File: src/rtl/de2_115_sd_card_nios_key_in.sv
// Avalon-MM key/button input port: 2-flop synchronizer, per-bit debounce,
// edge capture with write-1-to-clear, and a maskable level interrupt.
module de2_115_sd_card_nios_key_in #(
  parameter int unsigned WIDTH      = 4,
  parameter int unsigned DB_CYCLES  = 4,
  parameter int unsigned EDGE_TYPE  = 0,
  parameter int unsigned IDLE_LEVEL = 1
) (
  input  logic             clk,
  input  logic             reset_n,
  input  logic [1:0]       address,
  input  logic             chipselect,
  input  logic             write_n,
  input  logic [31:0]      writedata,
  input  logic [WIDTH-1:0] in_port,
  output logic [31:0]      readdata,
  output logic             irq
);

  localparam logic [WIDTH-1:0] IDLE = (IDLE_LEVEL != 0) ? '1 : '0;

  logic [WIDTH-1:0] sync1;
  logic [WIDTH-1:0] sync2;
  logic [WIDTH-1:0] db;
  logic [WIDTH-1:0] prev;
  logic [WIDTH-1:0] mask;
  logic [WIDTH-1:0] capture;
  logic [WIDTH-1:0] edge_bits;
  logic [WIDTH-1:0] clr_bits;
  logic             wr_en;
  logic             unused_wdata;

  assign unused_wdata = ^{1'b0, writedata};

  always_ff @(posedge clk or negedge reset_n) begin
    if (!reset_n) begin
      sync1 <= IDLE;
      sync2 <= IDLE;
    end else begin
      sync1 <= in_port;
      sync2 <= sync1;
    end
  end

  generate
    if (DB_CYCLES == 0) begin : g_no_db
      always_ff @(posedge clk or negedge reset_n) begin
        if (!reset_n) db <= IDLE;
        else          db <= sync2;
      end
    end else begin : g_db
      localparam int unsigned CW = $clog2(DB_CYCLES + 1);
      localparam logic [CW-1:0] LAST = CW'(DB_CYCLES - 1);
      logic [CW-1:0] cnt [WIDTH];

      // The counter reaches DB_CYCLES-1 after DB_CYCLES-1 mismatching
      // cycles; the next mismatching cycle is the DB_CYCLES-th and commits.
      always_ff @(posedge clk or negedge reset_n) begin
        if (!reset_n) begin
          db <= IDLE;
          for (int unsigned i = 0; i < WIDTH; i++) cnt[i] <= '0;
        end else begin
          for (int unsigned i = 0; i < WIDTH; i++) begin
            if (sync2[i] == db[i]) begin
              cnt[i] <= '0;
            end else if (cnt[i] == LAST) begin
              db[i]  <= sync2[i];
              cnt[i] <= '0;
            end else begin
              cnt[i] <= cnt[i] + 1'b1;
            end
          end
        end
      end
    end
  endgenerate

  always_comb begin
    case (EDGE_TYPE)
      0:       edge_bits = prev & ~db;
      1:       edge_bits = ~prev & db;
      default: edge_bits = prev ^ db;
    endcase
  end

  assign wr_en    = chipselect && !write_n;
  assign clr_bits = (wr_en && address == 2'd3) ? writedata[WIDTH-1:0] : '0;

  // A new edge is ORed in after the clear, so set wins on a collision.
  always_ff @(posedge clk or negedge reset_n) begin
    if (!reset_n) begin
      prev    <= IDLE;
      mask    <= '0;
      capture <= '0;
    end else begin
      prev    <= db;
      capture <= (capture & ~clr_bits) | edge_bits;
      if (wr_en && address == 2'd2) mask <= writedata[WIDTH-1:0];
    end
  end

  always_comb begin
    readdata = '0;
    case (address)
      2'd0:    readdata[WIDTH-1:0] = db;
      2'd2:    readdata[WIDTH-1:0] = mask;
      2'd3:    readdata[WIDTH-1:0] = capture;
      default: readdata = '0;
    endcase
  end

  assign irq = |(capture & mask);

endmodule

File: config.mk
export PLATFORM = sky130hd
export DESIGN_NAME = de2_115_sd_card_nios_key_in
export DESIGN_NICKNAME = d
export VERILOG_FILES = /design/src/rtl/de2_115_sd_card_nios_key_in.sv
export SDC_FILE = /design/constraint.sdc
export NUM_CORES = 1
export LEC_CHECK = 0
export BUFFER_PORTS_ARGS = -buffer_cell sky130_fd_sc_hd__buf_2
export CAP_MARGIN = 10
export CORE_MARGIN = 3
export CORE_UTILIZATION = 45
export DETAILED_ROUTE_END_ITERATION = 8
export GPL_ROUTABILITY_DRIVEN = 0
export GPL_TIMING_DRIVEN = 0
export PLACE_DENSITY = 0.86
export SLEW_MARGIN = 30
export SYNTH_ARGS = -nofsm -noshare
export SYNTH_HDL_FRONTEND = slang
export SYNTH_SLANG_ARGS = --single-unit
File: constraint.sdc
create_clock -name clk -period 1.8 [get_ports clk]
set_input_delay 0.54 -clock clk [delete_from_list [all_inputs] [get_ports clk]]
set_output_delay 0.54 -clock clk [all_outputs]
set_load 0.02 [all_outputs]
* After elaboration in Yosys (flattened, before gate mapping)
Index checks and enable logic that the tools add are counted. Widths: inputs -> output; s select.
Word-level totals: bits in registers 36, logic and storage cells 57
Operators by class: eq/ne operators 10, bitwise gates (word level) 10, $add $sub $neg 4, muxes and demuxes 10, reduce and logical (&&, ||, !) cells 10
Operators with widths (count):
- $mux 3 | 8
- $add 3x1->3 const B | 4
- $and 4x4->4 | 3
- $eq 3x2->1 const B | 4
- $pmux 4 s3 | 1
- $not 4->4 | 2
- $reduce_and 2->1 | 4
- $eq 1x1->1 | 4
- $eq 2x2->1 const B | 2
- $mux 4 | 1
- $not 1->1 | 4
- $or 4x4->4 | 1
- $reduce_or 4->1 | 1
- $logic_and 1x1->1 | 3
- $logic_not 2->1 | 1
- $logic_not 1->1 | 1

* Depth between registers and ports, before layout
Gate-level depths: netlist of run 1.
depth in word-level cells 7, gate-level depth with buffers 3, gate-level depth less buffers 3

* Least setup slack after synthesis of run 1
No wires, ideal clock.
path type input to output, from in address[1], to out readdata[1], path slack 0.011 ns, path buffers 1, stages 3, data arrival time 1.249 ns, cells stage by stage buf_6 > mux2i_1 > o21ai_0
On the way: longest elaborated chain between the ends 2
RTL lines:
- start: declaration | RTL line 11 | input logic [1:0] address,
- $eq 2x2->1 or $logic_not 2->1 (tied branches) | RTL line 104 | case (address)
- $pmux 4 s3 (*) | RTL line 104
- end: declaration | RTL line 16 | output logic [31:0] readdata,
Every way passes the cells marked *; elsewhere a longest branch is shown, timed or not.

* Worst setup path in the final report of run 1
from reg db[0], to out readdata[0]
On the way: longest elaborated chain between the ends 1
RTL lines:
- start: declaration | RTL line 24 | logic [WIDTH-1:0] db;
- start signal: indexed assignment | RTL line 67 | db[i] <= sync2[i];
- $pmux 4 s3 | RTL line 104
Every way passes these cells.

==> out/summary.json, run 1 <==
{
  "outcome": {"value": "complete, no violations"},
  "ys_seq_area_frac": {"value": 0.5572},
  "yosysWarnings": {"value": 0},
  "rows": {"value": 21},
  "route.vias.total": {"value": 971},
  "pin_count_of_the_biggest_net_entering_global_routing": {"value": 37},
  "critical_path.top_delay_family": {"value": "flip-flops"},
  "fmax": {"value": 0.5782, "unit": "GHz"},
  "die_h": {"value": 66.61, "unit": "microns"},
  "cts_sinks": {"value": 36},
  "overflow": {"value": 0},
  "worstMarginPinSlew": {"value": 756.7, "unit": "ps"},
  "post_synthesis_instance_area": {"value": 1653, "unit": "sq um"},
  "worst_clock_skew": {"value": 4.658, "unit": "ps"},
  "timing.slew.headroom": {"value": 0.4955},
  "die_area": {"value": 4436, "unit": "sq um"},
  "rr_worst_depth": {"value": 3},
  "first_pass_iters": {"value": 4},
  "ctsHtreeMaxLevel": {"value": 2},
  "wl_final": {"value": 2.395, "unit": "mm"},
  "fin_nets": {"value": 232},
  "p_leak": {"value": 1.043, "unit": "nW"},
  "worst_path_max_delay_cell": {"value": "sky130_fd_sc_hd__dfstp_2"},
  "worst_reg2reg_setup_slack": {"value": 590, "unit": "ps"},
  "layout-drive-gt1-share": {"value": 0.4439},
  "cp_slowest_stage_delay": {"value": 540, "unit": "ps"},
  "postSynthRegisterBits": {"value": 36},
  "final_number_of_max_transition_violations": {"value": 0},
  "floorplan.initialDensity": {"value": 0.4802},
  "io_pins": {"value": 75},
  "core": {"value": 3442, "unit": "sq um"},
  "tritoncts_buffer_count": {"value": 5},
  "maxCapViolCount": {"value": 0},
  "multi_input_area": {"value": 570.5, "unit": "sq um"},
  "floorplan.die.width": {"value": 66.61, "unit": "microns"},
  "critical_path_buf_inv_count": {"value": 1},
  "avgViaCountPerCell": {"value": 4.167},
  "clkLatencyLatePin": {"value": 280, "unit": "ps"},
  "grt.total_usage": {"value": 0.1248},
  "min_period_over_period": {"value": 0.9608},
  "cp-start-kind": {"value": "register"},
  "first_global_vias": {"value": 880},
  "detail_route.wl_per_cell": {"value": 10.28, "unit": "microns"},
  "grt_setup_unrepaired": {"value": "no"},
  "report.final.hold_viol_count": {"value": 0},
  "antenna_found_initial": {"value": 0},
  "detail_route.iter0.violations": {"value": 49},
  "timing.final.setup_violations": {"value": 0},
  "path_max_fanout": {"value": 3},
  "final_cells": {"value": 233},
  "cts_tree": {"value": "built"},
  "antenna_violating_nets_post_route": {"value": 0},
  "fill_cells": {"value": 299},
  "cts.reportedPaths.clkPinSlew": {"value": 70, "unit": "ps"},
  "pwr_density_cell": {"value": 1234, "unit": "nW/um^2"},
  "synthCells": {"value": 132},
  "worstPathRequired": {"value": 1260, "unit": "ps"},
  "cts-root-to-sink-buffers": {"value": 2},
  "placed_cells_incl_taps": {"value": 221},
  "numPortBuffers": {"value": 16},
  "grt_pass1_wl": {"value": 3.960, "unit": "mm"},
  "finalCoreUtilization": {"value": 0.5911},
  "worst_hold_path_type": {"value": "primary input to async pin"},
  "layout-area-overhead-vs-synth": {"value": 23.09, "unit": "%"},
  "timing.critical_path.cells": {"value": "mux2i_1 > o21ai_0 > buf_2"},
  "path_class": {"value": "register to output pin"},
  "layout_min_cycle_time": {"value": 1729, "unit": "ps"},
  "diodes": {"value": 0},
  "synth_cell_type_count": {"value": 21},
  "setup_tns": {"value": 0, "unit": "ps"},
  "avgSynthCellArea": {"value": 12.52, "unit": "sq um"},
  "crit_arrival": {"value": 1190, "unit": "ps"},
  "endpoint_kind_of_the_worst_setup_timing_path": {"value": "output pin"},
  "irDropWorstVdd": {"value": 0.7117, "unit": "mV"},
  "r2r-end": {"value": "db[2]"},
  "place_hpwl": {"value": 1.783, "unit": "mm"},
  "reg2reg_start": {"value": "g_db.cnt[3]"},
  "drcViolationCount": {"value": 0},
  "cts_root_buf": {"value": "sky130_fd_sc_hd__clkbuf_8"},
  "final-seq-area": {"value": 920.9, "unit": "sq um"}
}
-- worst max-delay path by stage --
stage                             end        from  cells past startpoint
after CTS                 readdata[0]       db[0]                      3
after detailed placement  readdata[1]  address[1]                      4
after floorplan           readdata[1]  address[1]                      3
after global placement    readdata[2]  address[1]                      4
final                     readdata[0]       db[0]                      3
after global routing      readdata[1]       db[1]                      3
-- cell usage in the layout (no fill, tap or decap), drive strengths merged, types with 4 or more instances in the layout --
master / synthesis / final
mux2: 8 / 8
dfrtp: 20 / 20
nand2b: 4 / 4
nor3: 4 / 4
o221ai: 4 / 4
dfstp: 16 / 16
o21ai: 4 / 4
clkbuf: 0 / 6
xnor2: 4 / 4
ha: 4 / 4
nand3: 4 / 4
mux2i: 4 / 4
nor3b: 7 / 7
buf: 30 / 50
conb: 1 / 28
inv: 8 / 8
nor2b: 5 / 5
-- registers in the layout, indices dropped and copies added (netlist names) --
register  count
capture       4
db            4
g_db.cnt     12
mask          4
prev          4
sync1         4
sync2         4
-- kinds of logic after synthesis --
family	after synthesis	share of synthesized area
compound gates	10	0.04239
other cells	1	0.002269
fa+ha+maj	4	0.03028
simple gates	27	0.1090
mux	12	0.07873
xor+xnor	4	0.02119
flops	36	0.5572
buf+inv	38	0.1590
-- stage by stage --
stage	cell area [sq um]	hold slack (ps)	total power, mW	setup slack (ps)
final	2034	321.1	2.511	70.53
after detailed placement	1892	347.5	1.787	67.50
after CTS	2027	336.5	2.539	8.492
after global routing	2034	337.3	2.679	0.6950
after floorplan	1754	244.4	1.640	10.91
after global placement	1892	345.6	1.745	75.98
-- report_power, final --
group          internal, mW  switching [mW]
clock network         0.411           0.264
registers              1.08          0.0961
logic                 0.337           0.327
total                  1.82           0.687
-- per-layer routing --
layer,up-vias,global-route usage,wire length [microns]
met2,31,0.1931,1123
met4,0,0.06853,56
met5,-,0,0
met3,5,0.05734,200
met1,439,0.1421,1015
li1,496,-,-
-- synth_stat cells, drive strengths merged --
| library cell | instances | area (sq um) |
|---|---|---|
| buf | 30 | 232.7 |
| dfrtp | 20 | 500.5 |
| dfstp | 16 | 420.4 |
| inv | 8 | 30.03 |
| mux2 | 8 | 90.09 |
| nor3b | 7 | 52.55 |
| nor2b | 5 | 31.28 |
| ha | 4 | 50.05 |
| mux2i | 4 | 40.04 |
| nand2b | 4 | 25.02 |
| nand3 | 4 | 20.02 |
| nor3 | 4 | 20.02 |
| o21ai | 4 | 20.02 |
| o221ai | 4 | 35.03 |
| xnor2 | 4 | 35.03 |
| a22oi | 2 | 15.01 |
| and4b | 1 | 11.26 |
| and4bb | 1 | 16.27 |
| conb | 1 | 3.750 |
| nand2 | 1 | 3.750 |
-- area by class of cell --
type / instances / area share
sequential: 36 / 0.4526
multi-input combinational: 85 / 0.2804
clock inverter: 2 / 0.01722
tap: 46 / 0.02829
clock buffer: 6 / 0.03567
buffer: 30 / 0.1144
inverter: 8 / 0.01476
timing repair buffer: 20 / 0.05658
-- repair_timing --
item	CTS	global route
gates resized for setup	4	1
pin swaps	1	1
buffers inserted	3	1
endpoints found under the hold margin	0	0
endpoints found under the setup margin	3	3
hold buffers	0	0
No activity file was read; power rests on OpenSTA's default activity.
==> run 2, diff against run 1 <==
REMOVE_ABC_BUFFERS = 1   (was not set)
==> out/summary.json, run 2 (synthesis gave the netlist of run 1 again) <==
{
  "critical_path.top_delay_family": {"value": "buffers and inverters"},
  "p_seq_frac": {"value": 0.509, "change": "+0.042"},
  "die_area": {"value": 4436, "unit": "sq um", "change": "unchanged"},
  "first_global_vias": {"value": 827, "change": "-6.0%"},
  "irDropWorstVdd": {"value": 0.4422, "unit": "mV", "change": "-38%"},
  "total_switching_power": {"value": 0.6805, "unit": "mW", "change": "-0.89%"},
  "place_hpwl": {"value": 1.721, "unit": "mm", "change": "-3.5%"},
  "worstMarginPinSlew": {"value": 752.2, "unit": "ps", "change": "-4.485 ps"},
  "drcViolationCount": {"value": 0, "change": "unchanged"},
  "timing.slew.headroom": {"value": 0.4985, "change": "+0.002990"},
  "worst_path_max_delay_cell": {"value": "sky130_fd_sc_hd__mux2i_1"},
  "cts-root-to-sink-buffers": {"value": 2, "change": "unchanged"},
  "timing.final.setup_violations": {"value": 0, "change": "unchanged"},
  "layout.cells.most_common_list": {"value": "sky130_fd_sc_hd__conb_1 (28), sky130_fd_sc_hd__dfrtp_1 (20), sky130_fd_sc_hd__dfstp_2 (16)"},
  "swShare": {"value": 0.2940, "change": "+0.02049"},
  "pin_count_of_the_biggest_net_entering_global_routing": {"value": 37, "change": "unchanged"},
  "cts_tree": {"value": "built"},
  "worst_hold_slack": {"value": 323.6, "unit": "ps", "change": "+2.496 ps"},
  "fmax": {"value": 0.5737, "unit": "GHz", "change": "-0.78%"},
  "detail_route.wl_per_cell": {"value": 11.63, "unit": "microns", "change": "+13%"},
  "grt_pass1_wl": {"value": 3.960, "unit": "mm", "change": "unchanged"},
  "layout-area-overhead-vs-synth": {"value": 8.100, "unit": "%"},
  "route.vias.total": {"value": 931, "change": "-4.1%"},
  "fill_cells": {"value": 310, "change": "+3.7%"},
  "cp-start-kind": {"value": "primary input"},
  "p_leak": {"value": 0.8726, "unit": "nW", "change": "-16%"},
  "pwr-share-comb": {"value": 0.264, "change": "about the same"},
  "finalPower": {"value": 2.315, "unit": "mW", "change": "-7.8%"},
  "hold_buffers": {"value": 0, "change": "unchanged"},
  "path_max_fanout": {"value": 10, "change": "+7"},
  "first_pass_iters": {"value": 4, "change": "unchanged"},
  "largest_reg_flops": {"value": 12, "change": "unchanged"},
  "overflow": {"value": 0, "change": "unchanged"},
  "clkLatencyLatePin": {"value": 280, "unit": "ps", "change": "about the same"},
  "crit_arrival": {"value": 1200, "unit": "ps", "change": "about the same"},
  "die_h": {"value": 66.61, "unit": "microns", "change": "unchanged"},
  "layout-drive-gt1-share": {"value": 0.3418, "change": "-0.1021"},
  "antenna_found_initial": {"value": 0, "change": "unchanged"},
  "cts_root_buf": {"value": "sky130_fd_sc_hd__clkbuf_8"},
  "floorplan.initialDensity": {"value": 0.4802, "change": "unchanged"},
  "grt.total_usage": {"value": 0.1245, "change": "-0.0003145"},
  "rows": {"value": 21, "change": "unchanged"},
  "finalCoreUtilization": {"value": 0.5191, "change": "-0.07197"},
  "numPortBuffers": {"value": 18, "change": "+2"},
  "outcome": {"value": "complete, no violations"},
  "worst_clock_skew": {"value": 5.121, "unit": "ps", "change": "+0.4630 ps"},
  "floorplan.die.width": {"value": 66.61, "unit": "microns", "change": "unchanged"},
  "cts.reportedPaths.clkPinSlew": {"value": 60, "unit": "ps", "change": "about the same"},
  "tritoncts_buffer_count": {"value": 5, "change": "unchanged"},
  "maxCapViolCount": {"value": 0, "change": "unchanged"},
  "critical_path_buf_inv_count": {"value": 2, "change": "+1"},
  "largest_register": {"value": "g_db.cnt"},
  "endpoint_kind_of_the_worst_setup_timing_path": {"value": "output pin"},
  "antenna_violating_nets_post_route": {"value": 0, "change": "unchanged"},
  "cp_slowest_stage_delay": {"value": 210, "unit": "ps", "change": "-330 ps"},
  "cts_sinks": {"value": 36, "change": "unchanged"},
  "detail_route.iter0.violations": {"value": 58, "change": "+18%"},
  "io_pins": {"value": 75, "change": "unchanged"},
  "clock_power_share": {"value": 0.227, "change": "-0.042"},
  "number_of_cells_on_the_critical_path": {"value": 4, "change": "+1"},
  "layout_min_cycle_time": {"value": 1743, "unit": "ps", "change": "+13.52 ps"},
  "timing.critical_path.cells": {"value": "clkbuf_4 > mux2i_1 > o21ai_1 > buf_4"},
  "grt_setup_unrepaired": {"value": "yes"},
  "worstPathRequired": {"value": 1260, "unit": "ps", "change": "about the same"},
  "report.final.hold_viol_count": {"value": 0, "change": "unchanged"},
  "avgViaCountPerCell": {"value": 4.564, "change": "+9.5%"},
  "worst_hold_path_type": {"value": "primary input to async pin"},
  "final_number_of_max_transition_violations": {"value": 0, "change": "unchanged"},
  "pwr_density_cell": {"value": 1296, "unit": "nW/um^2", "change": "+5.0%"},
  "final_common_cell": {"value": "sky130_fd_sc_hd__conb_1"},
  "diodes": {"value": 0, "change": "unchanged"},
  "fin_nets": {"value": 204, "change": "-12%"},
  "min_period_over_period": {"value": 0.9683, "change": "+0.007509"},
  "core": {"value": 3442, "unit": "sq um", "change": "unchanged"},
  "rr_worst_depth": {"value": 3, "change": "unchanged"},
  "path_class": {"value": "primary input to output pin"},
  "wl_final": {"value": 2.373, "unit": "mm", "change": "-0.92%"},
  "ctsHtreeMaxLevel": {"value": 2, "change": "unchanged"},
  "p_int": {"value": 1.634, "unit": "mW", "change": "-10%"}
}
==> run 2: worst paths after layout <==
path | slack (ps) | start | endpoint
min in group clk | 350 | in_port[0] | sync1[0]
hold / removal | 320 | reset_n | g_db.cnt[9]
hold reg to reg | 350 | sync1[1] | sync2[1]
setup reg to reg | 600 | g_db.cnt[6] | db[1]
setup / recovery | 60 | address[1] | readdata[2]
max in group asynchronous | 990 | reset_n | capture[2]
==> run 2: power by group through the flow <==
stage	registers, mW	clock network, mW	logic (mW)
after floorplan	1.19	0	0.392
after global placement	1.22	0	0.482
after detailed placement	1.23	0	0.500
after CTS	1.18	0.548	0.595
after global routing	1.20	0.592	0.697
final	1.18	0.526	0.610
==> run 2: what timing repair did <==
item	in CTS	in global routing
endpoints found under the setup margin	3	4
buffers inserted	3	1
endpoints found under the hold margin	0	0
gates cloned	0	0
resized for setup	4	4
==> run 2: cell type report <==
type                    instances  area, sq um  share of cell area
well taps                      46        57.56             0.03221
inverters                       8        30.03             0.01681
clock buffers                   6        72.57             0.04062
multi-input cells              85        570.5              0.3193
repair buffers                 22        130.1             0.07283
clock inverters                 1        5.005            0.002801
flip-flops and latches         36        920.9              0.5154
==> run 2: per-layer routing <==
layer | share of wire | GRT usage | vias up
met1 | 0.41 | 0.1576 | 442
li1 | - | - | 438
met4 | 0.021 | 0.06091 | 0
met5 | 0 | 0 | -
met3 | 0.10 | 0.05396 | 7
met2 | 0.47 | 0.1807 | 44
==> run 2: stage by stage <==
| stage | instance area (sq um) | setup TNS (ps) | cells | worst slack, ps |
|---|---|---|---|---|
| 6_report | 1787 | 0 | 204 | 57.02 |
| 5_1_grt | 1787 | -85.11 | 204 | -48.62 |
| 4_1_cts | 1774 | 0 | 203 | 3.625 |
| 3_5_place_dp | 1669 | -16.68 | 193 | -16.68 |
| 3_3_place_gp | 1669 | -13.12 | 193 | -13.12 |
| 2_1_floorplan | 1521 | 0 | 129 | 142.7 |
